File: src/rtl/rf_pkg.sv
// Shared register-file types and constants for the write-back path.
// Provides widths, address/data typedefs and the queued-write entry.
package rf_pkg;

    localparam int NUM_REGS = 32;
    localparam int DATA_W   = 32;
    localparam int ADDR_W   = 5;

    typedef logic [ADDR_W-1:0] rf_addr_t;
    typedef logic [DATA_W-1:0] rf_data_t;

    typedef struct packed {
        rf_addr_t addr;
        rf_data_t data;
    } wb_entry_t;

endpackage

File: src/rtl/rf_wb_match.sv
// Youngest-match priority search over N write candidates for one read port.
// Ports: cand_valid/cand_addr/cand_data (index 0 oldest), addr in; hit, byp out.
module rf_wb_match #(
    parameter int N      = 5,
    parameter int ADDR_W = rf_pkg::ADDR_W,
    parameter int DATA_W = rf_pkg::DATA_W
) (
    input  logic [N-1:0]        cand_valid,
    input  logic [N*ADDR_W-1:0] cand_addr,
    input  logic [N*DATA_W-1:0] cand_data,
    input  logic [ADDR_W-1:0]   addr,
    output logic                hit,
    output logic [DATA_W-1:0]   byp
);

    // Later (younger) candidates overwrite earlier matches.
    // Register 0 is hard-wired and never bypassed.
    always_comb begin
        hit = 1'b0;
        byp = '0;
        for (int i = 0; i < N; i++) begin
            if (cand_valid[i] && (addr != '0) &&
                (cand_addr[i*ADDR_W +: ADDR_W] == addr)) begin
                hit = 1'b1;
                byp = cand_data[i*DATA_W +: DATA_W];
            end
        end
    end

endmodule

File: src/rtl/rf_wb_queue.sv
// In-order write-back queue in front of the register file write port,
// with bypass for two read ports. Ports: in_* handshake, drain_en,
// rf_write/rf_writereg/rf_data, reg1/reg2 -> hit1/hit2/byp1/byp2, count.
module rf_wb_queue #(
    parameter int DEPTH  = 4,
    parameter int DATA_W = rf_pkg::DATA_W,
    parameter int ADDR_W = rf_pkg::ADDR_W
) (
    input  logic                       clk,
    input  logic                       reset,
    input  logic                       in_valid,
    output logic                       in_ready,
    input  logic [ADDR_W-1:0]          in_addr,
    input  logic [DATA_W-1:0]          in_data,
    input  logic                       drain_en,
    output logic                       rf_write,
    output logic [ADDR_W-1:0]          rf_writereg,
    output logic [DATA_W-1:0]          rf_data,
    input  logic [ADDR_W-1:0]          reg1,
    input  logic [ADDR_W-1:0]          reg2,
    output logic                       hit1,
    output logic                       hit2,
    output logic [DATA_W-1:0]          byp1,
    output logic [DATA_W-1:0]          byp2,
    output logic [$clog2(DEPTH):0]     count
);

    localparam int PW = $clog2(DEPTH);
    localparam int CW = PW + 1;
    localparam int N  = DEPTH + 1;
    localparam logic [CW-1:0] FULL = CW'(DEPTH);

    logic [ADDR_W-1:0] addr_mem [DEPTH];
    logic [DATA_W-1:0] data_mem [DEPTH];
    logic [PW-1:0]     head;
    logic [PW-1:0]     tail;
    logic              push;
    logic              pop;

    logic [N-1:0]        cand_valid;
    logic [N*ADDR_W-1:0] cand_addr;
    logic [N*DATA_W-1:0] cand_data;

    assign in_ready = (count != FULL);
    // Writes to register 0 complete the handshake but are dropped.
    assign push = in_valid && in_ready && (in_addr != '0);
    assign pop  = drain_en && (count != '0);

    always_ff @(posedge clk) begin
        if (push) begin
            addr_mem[tail] <= in_addr;
            data_mem[tail] <= in_data;
        end
    end

    always_ff @(posedge clk or negedge reset) begin
        if (!reset) begin
            head        <= '0;
            tail        <= '0;
            count       <= '0;
            rf_write    <= 1'b0;
            rf_writereg <= '0;
            rf_data     <= '0;
        end else begin
            rf_write <= pop;
            if (pop) begin
                rf_writereg <= addr_mem[head];
                rf_data     <= data_mem[head];
                head        <= head + 1'b1;
            end
            if (push) begin
                tail <= tail + 1'b1;
            end
            unique case ({push, pop})
                2'b10:   count <= count + 1'b1;
                2'b01:   count <= count - 1'b1;
                default: count <= count;
            endcase
        end
    end

    // Candidate 0 is the output stage (oldest); queue entries follow
    // from head towards tail, so a higher index is always younger.
    always_comb begin
        cand_valid = '0;
        cand_addr  = '0;
        cand_data  = '0;
        cand_valid[0]          = rf_write;
        cand_addr[0 +: ADDR_W] = rf_writereg;
        cand_data[0 +: DATA_W] = rf_data;
        for (int i = 0; i < DEPTH; i++) begin
            cand_valid[i+1] = (CW'(i) < count);
            cand_addr[(i+1)*ADDR_W +: ADDR_W] = addr_mem[head + PW'(i)];
            cand_data[(i+1)*DATA_W +: DATA_W] = data_mem[head + PW'(i)];
        end
    end

    rf_wb_match #(
        .N      (N),
        .ADDR_W (ADDR_W),
        .DATA_W (DATA_W)
    ) u_match1 (
        .cand_valid (cand_valid),
        .cand_addr  (cand_addr),
        .cand_data  (cand_data),
        .addr       (reg1),
        .hit        (hit1),
        .byp        (byp1)
    );

    rf_wb_match #(
        .N      (N),
        .ADDR_W (ADDR_W),
        .DATA_W (DATA_W)
    ) u_match2 (
        .cand_valid (cand_valid),
        .cand_addr  (cand_addr),
        .cand_data  (cand_data),
        .addr       (reg2),
        .hit        (hit2),
        .byp        (byp2)
    );

endmodule

File: config.mk
export PLATFORM = sky130hd
export DESIGN_NAME = rf_wb_queue
export DESIGN_NICKNAME = d
export VERILOG_FILES = /design/src/rtl/rf_pkg.sv /design/src/rtl/rf_wb_match.sv /design/src/rtl/rf_wb_queue.sv
export SDC_FILE = /design/constraint.sdc
export NUM_CORES = 1
export LEC_CHECK = 0
export CAP_MARGIN = 20
export CELL_PAD_IN_SITES_DETAIL_PLACEMENT = 0
export CELL_PAD_IN_SITES_GLOBAL_PLACEMENT = 2
export CORE_MARGIN = 2
export CORE_UTILIZATION = 35
export DETAILED_ROUTE_END_ITERATION = 10
export GPL_ROUTABILITY_DRIVEN = 0
export HOLD_SLACK_MARGIN = 0.02
export PLACE_DENSITY = 0.74
export SLEW_MARGIN = 20
export SYNTH_ARGS = -nofsm -noshare
export SYNTH_HDL_FRONTEND = slang
export SYNTH_SLANG_ARGS = --single-unit
File: constraint.sdc
create_clock -name clk -period 2.74 [get_ports clk]
set_input_delay 0.548 -clock clk [delete_from_list [all_inputs] [get_ports clk]]
set_output_delay 0.548 -clock clk [all_outputs]
set_load 0.01 [all_outputs]
# After elaboration in Yosys (flattened, before gate mapping)
# Memories as Yosys holds them, arrays and structs flattened.
# Cells that the tools add are included.
# totals
ff_bits,45
ram_bits,148
in_bits,51
out_inout_bits,108
wordCells,82
n_memories,2
# mem_list
memory,words,width,rd,rd_ports_with_merged_regs,wr,line,rtl
data_mem,4,32,4,0,1,rf_wb_queue.sv:34,logic [DATA_W-1:0] data_mem [DEPTH];
addr_mem,4,5,4,0,1,rf_wb_queue.sv:33,logic [ADDR_W-1:0] addr_mem [DEPTH];
# classes
n_addsub,6
order_cmp,4
eq_ne,13
mux,23
reduce_logical,28
# ops
cell,n
32-bit 2-to-1 mux,10
5-bit == test,10
1-bit logical AND,23
5-bit nonzero test,3
1-bit 2-to-1 mux,12
"1-bit by 3-bit less-than comparator with 1-bit output, first input constant",2
"2-bit by 3-bit less-than comparator with 1-bit output, first input constant",2
3-bit case mux with 2 select lines,1
"2-bit by 1-bit adder with 2-bit output, second input constant",2
"2-bit adder, second input constant",2
"3-bit by 1-bit adder with 3-bit output, second input constant",1
"3-bit != test, second input constant",1
3-bit nonzero test,1
"3-bit by 1-bit subtractor with 3-bit output, second input constant",1
"2-bit by 1-bit == test with 1-bit output, second input constant",1
"2-bit == test, second input constant",1
2-bit nonzero test,1

# Depth between registers and ports, before layout
# depth
word_depth,8
mapped_depth,11
ltp_nobuf,10

# Hierarchy
# From an unflattened synthesis, not the netlist that was laid out.
# hier_totals
cells_unflattened,982
area_unflattened_um2,13719.4
# by_module_without_submodules
module,instances,cells_each,area_per_inst_um2,seq_area_each_um2
rf_wb_queue,1,494,10158.5,5570.3
rf_wb_match,2,244,1780.5,0.0

# Least setup slack after synthesis
# OpenSTA, ideal clock, no wires.
# synth_path
path_kind,input -> output
startpoint,input port reg2[0]
endpoint,output port byp2[21]
t_arrival_ns,2.326
required_ns,2.192
path_slack_ns,-0.134
stages,8
path_buffers,2
cell_sequence,clkbuf_1 nor3_1 a2111oi_0 a31oi_1 o31a_1 buf_2 a221oi_1 o211ai_1
# synth_between
elab_chain_cells,8
elab_cells_between_ends,21
cone_classes,5 x eq/ne; 5 x mux; 11 x reduce/logical
# synth_lines
item,line,rtl
from (decl),rf_wb_queue.sv:20,"input logic [ADDR_W-1:0] reg2,"
5-bit nonzero test,rf_wb_match.sv:22,if (cand_valid[i] && (addr != '0) &&
1-bit logical AND (2 in a row),rf_wb_match.sv:22,
32-bit 2-to-1 mux (4 in a row),rf_wb_match.sv:22,
32-bit 2-to-1 mux (*),rf_wb_match.sv:22,
to (decl),rf_wb_queue.sv:24,"output logic [DATA_W-1:0] byp2,"
# Every way passes the cells marked *; elsewhere a longest branch is shown, timed or not.

# Worst setup path in the final report
# layout_path
startpoint,register head[0]
endpoint,output port byp2[19]
# layout_between
elab_chain_cells,7
elab_cells_between_ends,17
cone_classes,3 x add/sub; 4 x eq/ne; 4 x mux; 4 x reduce/logical; 2 x memory
# layout_lines
item,line,rtl
from (decl),rf_wb_queue.sv:35,logic [PW-1:0] head;
from (signal assigned),rf_wb_queue.sv:69,head <= head + 1'b1;
2-bit by 1-bit adder with 2-bit output / memory 4 x 5 bit (equally long branches),-,
memory 4 x 5 bit / 5-bit == test (equally long branches),-,
5-bit == test / 1-bit logical AND (equally long branches),"rf_wb_match.sv:23, rf_wb_match.sv:22",
1-bit logical AND / 32-bit 2-to-1 mux (equally long branches),rf_wb_match.sv:22,
32-bit 2-to-1 mux (2 in a row),rf_wb_match.sv:22,
32-bit 2-to-1 mux (*),rf_wb_match.sv:22,
# Marked as above.

==> metrics.txt <==
commonest non-fill, non-tap cells in the layout=184 x buf_4, 183 x nand2_1, 148 x edfxtp_1, 137 x mux4_2, 129 x o211ai_1; Longest Clk Path Bufs=2; Reg area=approximately 5600 um2; # rows=72; final slew viol count=0; Final #Nets=~1500; asr flop ratio synth=0.233; final wirelength=slightly below 50 mm; Mapped Cells=1114; post-synthesis sequential area ratio=0.411; critical path peak fanout=7; # port buffers=roughly 160; first-pass GRT wire length=70.8 mm; Inst Count DP=1850; 1st-iter DRT viols=between 800 and 900; CTS H-tree lvls=4; fillers=3369; Final ANT Viol Nets=0; DP Area=roughly 17000 um2; crit end category=output pin; CTS tree=yes; vias per cell=just under 6; RSZ-0062 raised after global routing=true; Layout area overhead=43.3%; die area=roughly 40000 um2; Min-Delay Path Class=primary input to asynchronous set/reset pin; CP Class=flip-flop to output pin; initial antenna violation count=1; final setup vio count=66; DRT Pass-1 Iters=5; starting density of the core=0.353; maxcap violations=0; Synth warnings=0; TritonCTS Sinks=slightly below 200; Clock transition at path regs=0.07 ns; Max-slew headroom=0.516; Lkg Pwr=between 0.007 and 0.008 uW; synthesized net count=between 1000 and 1500; failing checks=negative setup slack; post-route minimum period=3.93 ns; core area=roughly 38000 um2; critical path startpoint category=flip-flop; CP Data Arrival Time=3.39 ns; vias=11700; vias in the first global route=roughly 12000; peak supply drop=~600 uV; IO Count=about 160; Die Ht=between 200 and 250 um; slew of the pin with the lowest slew margin=around 0.73 ns; final cell count without fillers=between 1500 and 2000; Final Cycle Share=1.44; CP Data Required Time=2.19 ns; Clk Tree Root Cell=clkbuf_16; fin worst setup slack=-1.19 ns; antenna diode count=0; commonest non-fill, non-tap cell in the layout=buf_4; mapped cell area=about 14000 um2; Finished Cell Area=just under 20000 um2; Power Density=about 990 nW/um2; CTS hold repair buffers=0; later-pin clock latency in the skew report=roughly 0.45 ns; Main synth FF type=edfxtp_1; number of synthesized flops with an enable pin=between 100 and 150; total CTS buffers=17; wire per inst=approximately 25 um; synthesized flop and latch total=a little under 200; post-synthesis cell type count=48; # DRC=0; WHS=approximately 0.13 ns; Die X-Extent=approximately 200 um; Final Hold Fails=0; worst reg-to-reg path cell count=6; DP Wirelength=32.0 mm; largest net degree at the start of global routing=94; total grt overflow=0; share of cells above drive strength 1=0.439; fmax=about 0.25 GHz; Fin Setup TNS=-71.00 ns; Global Route Usage Sum=0.233; Syn Area/Cell=between 10 and 15 um2; clk_skew=between 0.01 and 0.015 ns; status=finished, violations left; Multi-input gate area=~8000 um2
state kept, by name, summed over array words and instances, names as in the netlist:
signal,cells
addr_mem,20
rf_data,32
rf_writereg,5
rf_write,1
head,2
data_mem,128
tail,2
count,3
layer usage:
metal	vias to the layer above	share of wire	track usage
met4	2	0.016	0.0635
met3	61	0.066	0.0388
met2	499	0.51	0.398
li1	5123	-	-
met1	5994	0.41	0.306
met5	-	0.00037	0
path summary, 6_finish.rpt:
check,start,endpoint,slack (ns)
min reg2reg,rf_data[4],rf_data[4],0.57
max reg2reg,head[0],rf_data[31],0.32
max,head[0],byp2[19],-1.19
max in group asynchronous,reset,rf_data[18],2.00
min in group clk,rf_data[4],rf_data[4],0.57
min,reset,rf_data[25],0.13
worst max-delay path: stages, from the launching register on:
cell	delay, ns
dfrtp_4	0.48
buf_6	0.12
mux4_2	0.58
xnor2_2	0.18
o31ai_1	0.09
buf_4	0.15
o31a_4	0.35
buf_12	0.16
buf_12	0.15
buf_8	0.12
a221oi_2	0.21
o211ai_1	0.16
buf_2	0.18
cell type report:
cell class                      instances  share of cell area
Clock buffer                           21              0.0232
Clock inverter                         11             0.00676
Multi-Input combinational cell        766               0.408
Sequential cell                       193               0.287
Inverter                                7             0.00135
Tap cell                              518              0.0334
Timing Repair Buffer                  458               0.240
metrics by stage:
stage                     power, uW   util  worst slack [ns]
final                         19200  0.505             -1.19
after global routing          20300  0.505             -1.28
after CTS                     18600  0.481             -1.45
after detailed placement      15600  0.452             -1.38
after global placement        15500  0.452             -1.36
after floorplan               11600      -           -0.0538
cells by family (layout without fill, tap and decap cells):
group,Yosys count,after routing,synth area share
AO/OA/AOI/OAI,227,227,0.131
XOR/XNOR,52,52,0.0336
adder cells (fa/ha/maj),9,9,0.00830
buffers and inverters,155,497,0.0601
flip-flops,193,193,0.411
multiplexers,173,173,0.255
AND/OR/NAND/NOR,305,305,0.102
repair_timing:
item / in CTS / in global routing
setup endpoints to repair: 66 / 66
gates cloned: 2 / 9
resized for setup: 242 / 158
setup buffers: 31 / 53
pin swaps: 40 / 98
endpoints found under the hold margin: 0 / 0
cell usage after synthesis, types with 2 or more instances:
master     number  share of area
nor3_1          5         0.0018
mux2_2          6         0.0050
edfxtp_1      148           0.33
nand3b_1        3         0.0017
nor3b_1         7         0.0039
a31oi_1         3         0.0014
a21oi_1         4         0.0015
o21a_1          2         0.0011
and4_1          3         0.0019
o2111ai_1       3         0.0019
buf_2          39          0.014
o31a_1          2         0.0013
nor3_2          2         0.0015
mux2i_1        30          0.022
o211a_1         2         0.0015
nand4_1         2        0.00092
nand3_1        65          0.024
inv_1           6         0.0017
nor2b_1         3         0.0014
xnor2_1        32          0.021
dfrtp_1        45          0.083
buf_6           3         0.0025
xor2_1         20          0.013
a21o_1          3         0.0017
o31ai_1         3         0.0017
a221oi_1       64          0.041
buf_4          43          0.024
nor2_1          6         0.0017
clkbuf_1       53          0.015
nand2_1       183          0.051
and2_1          6         0.0028
buf_1          10         0.0028
o21ai_1         3         0.0011
o211ai_1      129          0.071
nand2b_1        7         0.0032
mux4_2        137           0.23
ha_1            9         0.0083
nor4_1          7         0.0032
o2111a_1        2         0.0017
or3_1           2        0.00092
or4_1           2         0.0011
o21ai_0         4         0.0015
report_power, final:
group / total (uW) / switching [uW] / internal [uW]
logic: 11900 / 5730 / 6160
registers: 4790 / 804 / 3980
clock network: 2530 / 1150 / 1380
No activity file was read; power rests on OpenSTA's default activity.
